===== config.mk =====
export PLATFORM = sky130hd
export DESIGN_NAME = debounce_events
export DESIGN_NICKNAME = d
export VERILOG_FILES = /design/src/rtl/debounce_events.sv
export SDC_FILE = /design/constraint.sdc
export NUM_CORES = 2
export LEC_CHECK = 0
export CAP_MARGIN = 20
export CORE_MARGIN = 8
export CORE_UTILIZATION = 45
export CTS_BUF_LIST = sky130_fd_sc_hd__clkbuf_8
export CTS_CLUSTER_DIAMETER = 100
export DETAILED_ROUTE_END_ITERATION = 10
export PLACE_DENSITY = 0.66
export SLEW_MARGIN = 5
export SYNTH_ARGS = -nofsm -noshare
export SYNTH_HDL_FRONTEND = slang
export SYNTH_SLANG_ARGS = --single-unit

===== constraint.sdc =====
create_clock -name i_clk -period 2.6 [get_ports i_clk]
set_input_delay 0.52 -clock i_clk [delete_from_list [all_inputs] [get_ports i_clk]]
set_output_delay 0.52 -clock i_clk [all_outputs]
set_load 0.03 [all_outputs]

===== src/rtl/debounce_events.sv =====
// Multi-channel switch/button debouncer producing press, release, long-press and auto-repeat pulses.
// Latency: DELAY_COUNTS+1 edges from raw change to level/press/release; no backpressure, all outputs registered.
module debounce_events #(
   parameter int                      NUM_CHANNELS      = 22,
   parameter int                      DELAY_COUNTS      = 2500,
   parameter int                      LONG_PRESS_COUNTS = 25_000_000,
   parameter int                      REPEAT_COUNTS     = 5_000_000,
   parameter logic [NUM_CHANNELS-1:0] ACTIVE_LOW_MASK   = '0
) (
   input  logic                    i_clk,
   input  logic                    i_reset_n,
   input  logic [NUM_CHANNELS-1:0] i_button,
   input  logic [NUM_CHANNELS-1:0] i_repeat_en,
   output logic [NUM_CHANNELS-1:0] o_level,
   output logic [NUM_CHANNELS-1:0] o_press,
   output logic [NUM_CHANNELS-1:0] o_release,
   output logic [NUM_CHANNELS-1:0] o_long_press,
   output logic [NUM_CHANNELS-1:0] o_repeat
);

   localparam int DW   = $clog2(DELAY_COUNTS + 1);
   localparam int HMAX = (LONG_PRESS_COUNTS > REPEAT_COUNTS) ? LONG_PRESS_COUNTS : REPEAT_COUNTS;
   localparam int HW   = $clog2(HMAX + 1);

   localparam logic [DW-1:0] DLAST = DW'(DELAY_COUNTS - 1);
   localparam logic [HW-1:0] LLAST = HW'(LONG_PRESS_COUNTS - 1);
   localparam logic [HW-1:0] RLAST = HW'(REPEAT_COUNTS - 1);

   typedef enum logic [1:0] {
      ST_IDLE    = 2'd0,
      ST_PRESSED = 2'd1,
      ST_HELD    = 2'd2
   } state_t;

   logic [NUM_CHANNELS-1:0] w_norm;
   logic [NUM_CHANNELS-1:0] r_sync1;
   logic [NUM_CHANNELS-1:0] r_sync2;

   // Inverting before the synchroniser makes released KEYs read 0 straight out of reset.
   assign w_norm = i_button ^ ACTIVE_LOW_MASK;

   always_ff @(posedge i_clk or negedge i_reset_n) begin
      if (!i_reset_n) begin
         r_sync1 <= '0;
         r_sync2 <= '0;
      end else begin
         r_sync1 <= w_norm;
         r_sync2 <= r_sync1;
      end
   end

   for (genvar i = 0; i < NUM_CHANNELS; i++) begin : g_ch
      logic [DW-1:0] r_dcnt;
      logic          r_level;
      logic          w_toggle;
      logic          w_rise;
      logic          w_fall;
      state_t        r_state;
      state_t        w_state_nxt;
      logic [HW-1:0] r_hold;
      logic [HW-1:0] w_hold_nxt;
      logic          w_press;
      logic          w_release;
      logic          w_long;
      logic          w_rep;
      logic          r_press;
      logic          r_release;
      logic          r_long;
      logic          r_rep;

      assign w_toggle = (r_sync2[i] != r_level) && (r_dcnt == DLAST);
      assign w_rise   = w_toggle && !r_level;
      assign w_fall   = w_toggle && r_level;

      always_ff @(posedge i_clk or negedge i_reset_n) begin
         if (!i_reset_n) begin
            r_dcnt  <= '0;
            r_level <= 1'b0;
         end else if (r_sync2[i] == r_level) begin
            r_dcnt  <= '0;
         end else if (w_toggle) begin
            r_dcnt  <= '0;
            r_level <= ~r_level;
         end else begin
            r_dcnt  <= r_dcnt + DW'(1);
         end
      end

      // State register; event pulses are registered alongside it.
      always_ff @(posedge i_clk or negedge i_reset_n) begin
         if (!i_reset_n) begin
            r_state   <= ST_IDLE;
            r_hold    <= '0;
            r_press   <= 1'b0;
            r_release <= 1'b0;
            r_long    <= 1'b0;
            r_rep     <= 1'b0;
         end else begin
            r_state   <= w_state_nxt;
            r_hold    <= w_hold_nxt;
            r_press   <= w_press;
            r_release <= w_release;
            r_long    <= w_long;
            r_rep     <= w_rep;
         end
      end

      always_comb begin
         w_state_nxt = r_state;
         w_hold_nxt  = r_hold;
         case (r_state)
            ST_IDLE: begin
               if (w_rise) begin
                  w_state_nxt = ST_PRESSED;
                  w_hold_nxt  = '0;
               end
            end
            ST_PRESSED: begin
               if (w_fall) begin
                  w_state_nxt = ST_IDLE;
                  w_hold_nxt  = '0;
               end else if (r_hold == LLAST) begin
                  w_state_nxt = ST_HELD;
                  w_hold_nxt  = '0;
               end else begin
                  w_hold_nxt  = r_hold + HW'(1);
               end
            end
            ST_HELD: begin
               if (w_fall) begin
                  w_state_nxt = ST_IDLE;
                  w_hold_nxt  = '0;
               end else if (r_hold == RLAST) begin
                  w_hold_nxt  = '0;
               end else begin
                  w_hold_nxt  = r_hold + HW'(1);
               end
            end
            default: begin
               w_state_nxt = ST_IDLE;
               w_hold_nxt  = '0;
            end
         endcase
      end

      // A falling level suppresses long_press/repeat on the same edge.
      always_comb begin
         w_press   = (r_state == ST_IDLE) && w_rise;
         w_release = (r_state != ST_IDLE) && w_fall;
         w_long    = (r_state == ST_PRESSED) && !w_fall && (r_hold == LLAST);
         w_rep     = (r_state == ST_HELD) && !w_fall && (r_hold == RLAST) && i_repeat_en[i];
      end

      assign o_level[i]      = r_level;
      assign o_press[i]      = r_press;
      assign o_release[i]    = r_release;
      assign o_long_press[i] = r_long;
      assign o_repeat[i]     = r_rep;
   end

endmodule


==> flow_metrics.tcl <==
set metrics [dict create \
    hold_violations 0 \
    ys_top_cells_by_count "dfrtp_1, nor2_1, nand2_1" \
    drt_iter0_drc 2619 \
    status "finished, violations left" \
    ios 156 \
    place_hpwl_mm 79.7 \
    required_ns 3.34 \
    drtAntennaViolNets 0 \
    r2r_cells 7 \
    wl_per_cell_um 15.1 \
    via_per_inst 5.51 \
    total_leakage_power_nw 28.0 \
    hp-start "i_button[6]" \
    synth_top_area_cell "dfrtp_1" \
    max_freq_mhz 384 \
    critical_path.cell_chain "ha_2 -> or4bb_4 -> o41a_4 -> or4_4 -> nor3_2 -> xnor2_1 -> nor2_1" \
    ys_seq_area_frac 0.475 \
    r2r-end "g_ch[21].r_hold[14]" \
    synth_flop_cell "dfrtp_1" \
    grt_setup_unrepaired "yes" \
    drive_gt1_frac 0.119 \
    holdPathEnd "r_sync1[6]" \
    final.period_utilization 1.00 \
    portBuffers 155 \
    cts_buffer_depth 3 \
    drt-total-wl_mm 116 \
    final_max_slew_viol_count 0 \
    grt_usage 0.177 \
    synth_nets 5798 \
    crit_path_max_fanout 7 \
    clk_pin_slew_worst_paths_ns 0.06 \
    syn_inst 5642 \
    rr_startpoint "g_ch[21].r_dcnt[1]" \
    fin_nets 6205 \
    synth_enable_flop_cells 0 \
    setup_viol 1 \
    cellPowerDensity_nw_per_um2 535 \
    ys_seq_elements 1012 \
    start_util 0.453 \
    power.total_w 0.0335 \
    areaGrowthSynthToFinish_pct 17.5 \
    firstDrtPassIters 5 \
    vias 42600 \
    critical-path-max-stage-delay_ns 0.60 \
    largest_reg_flops 550 \
    cts-htree-levels 4 \
    netlist_top_cells_area "dfrtp_1, nor2_1, xor2_1" \
    timing.slew.headroom 0.415 \
    cp_top_family "simple AND/OR/NAND/NOR gates" \
    regMostFlops "g_ch.r_hold" \
    die_x_um 360 \
    hold_depth 1 \
    clock-sinks 1012 \
    grt_pass1_wl_mm 202 \
    rrSetupSlack_ns -0.002 \
    pre_cts_slack_ns -0.0670 \
    clock_latency_ns 0.88 \
    start_kind "flop" \
    yosysWarnings 0 \
    core_area_um2 118000 \
    synthArstFlopShare 1.00 \
    syn_area_per_cell_um2 9.45 \
    cap_violations 0 \
    synth.most_common_cell "dfrtp_1" \
    drc 0 \
    die_area_um2 130000 \
    yosysTopAreaCellShare 0.475 \
    tritoncts "yes" \
    critPathArrivalTime_ns 3.34 \
    routabilityCongestion 0.856 \
    core.rowCount 126 \
    grt_max_degree 116 \
    grt_pass1_vias 41900 \
    reg_top3 "g_ch.r_hold (550), g_ch.r_dcnt (264), g_ch.r_state (44)" \
    grt.overflow.total 0 \
    worstHoldPathType "in2reg" \
    end_kind "flop" \
    timing.setup.tns_ns -0.00214 \
    tightest_slew_ns 0.875 \
    finalCriticalPeriod_ns 2.60 \
    cts_made_buffers 180 \
    clock_skew_ns 0.0384 \
    ir_worst_vdd_uv 445 \
    startpoint "g_ch[21].r_dcnt[1]" \
    critPathKind "reg2reg" \
    critPathSlowestCell "or4_4" \
    die_h_um 360 \
    antenna_found_initial 4 \
    crit_buf_inv 0 \
    violations "setup timing" \
    clockRootBuffer "clkbuf_8" \
    setup_ws_ns -0.00214 \
    mappedNetlistArea_um2 53300 \
    synth.distinct_cells 86 \
]
-- where the power goes --
group,switching [W],internal [W]
Combinational,0.000500,0.000256
Sequential,0.000105,0.0159
Clock,0.00697,0.00981
-- cells by family (layout without fill, tap and decap cells) --
family / after synthesis / count (layout) / share of synthesized area
other: 0 / 5 / 0
and+or+nand+nor: 2744 / 2744 / 0.265
AOI/OAI and AO/OA: 859 / 859 / 0.114
DFF: 1012 / 1012 / 0.475
buffers and inverters: 429 / 980 / 0.0388
xor gates and xnor gates: 447 / 447 / 0.0734
adders and majority gates: 110 / 110 / 0.0258
muxes: 41 / 41 / 0.00835
-- through the flow --
stage               cells  hold slack, ns  cell area (um2)  utilization
detailed placement   7368           0.335            57800        0.491
finish               7734           0.120            62700        0.532
floorplan            5642           0.224            53300            -
global route         7732          0.0387            62700        0.532
global placement     7368           0.331            57800        0.491
CTS                  7716        0.000629            62200        0.528
-- how the worst max path moves through the flow --
stage,end,slack [ns],depth (start not counted)
floorplan,g_ch[18].r_hold[15],0.02,8
detailed placement,g_ch[21].r_hold[24],-0.07,7
global route,g_ch[8].r_hold[16],-0.1,8
global placement,g_ch[21].r_hold[24],-0.04,7
finish,g_ch[21].r_hold[14],-0.002,7
CTS,g_ch[6].r_hold[0],0.002,7
-- layout make-up --
type	instances	area, um2
antenna	5	12.5
clock buffer	237	3260
clock inverter	89	910
fill	10500	55100
inverter	169	634
multi-input combinational	4201	26300
sequential	1012	25300
tap	1536	1920
timing repair buffer	485	4300
-- cell usage in the layout, fill, tap and decap left out, types with 28 or more instances in the layout --
master           instances
dfrtp_1               1012
nor2_1                 780
nand2_1                459
nand3_1                367
buf_4                  285
xor2_1                 269
clkbuf_8               237
o21ai_0                215
inv_1                  209
nand4_1                209
a22o_1                 198
and3_1                 185
xnor2_1                177
nor3_1                 139
a21oi_1                130
clkdlybuf4s50_1        130
ha_1                   107
a21o_1                 101
nor2b_1                 92
nor4_1                  82
and4_1                  51
or4_1                   48
and2_1                  47
nor4b_1                 35
nand2b_1                32
or3_1                   31
mux2_2                  28
-- worst reg2reg max path, stage by stage (launching register included) --
cell     delay (ns)
dfrtp_1        0.37
ha_2           0.19
or4bb_4        0.47
o41a_4         0.45
or4_4          0.60
nor3_2         0.18
xnor2_1        0.14
nor2_1         0.05
-- routing by layer --
metal	routed length (um)	global-route usage	vias to the layer above
met5	0	0	-
met4	2370	0.0517	0
met3	5110	0.0352	179
met2	53700	0.285	795
met1	55200	0.242	20700
li1	-	-	21000
-- timing repair --
| action | in CTS | in global routing |
|---|---|---|
| pin swaps | 0 | 23 |
| endpoints found under the hold margin | 597 | 0 |
| buffers inserted | 0 | 11 |
| resized for setup | 31 | 77 |
| endpoints found under the setup margin | 60 | 236 |
| hold buffers | 22 | 0 |
(Power assumes the default switching activity.)
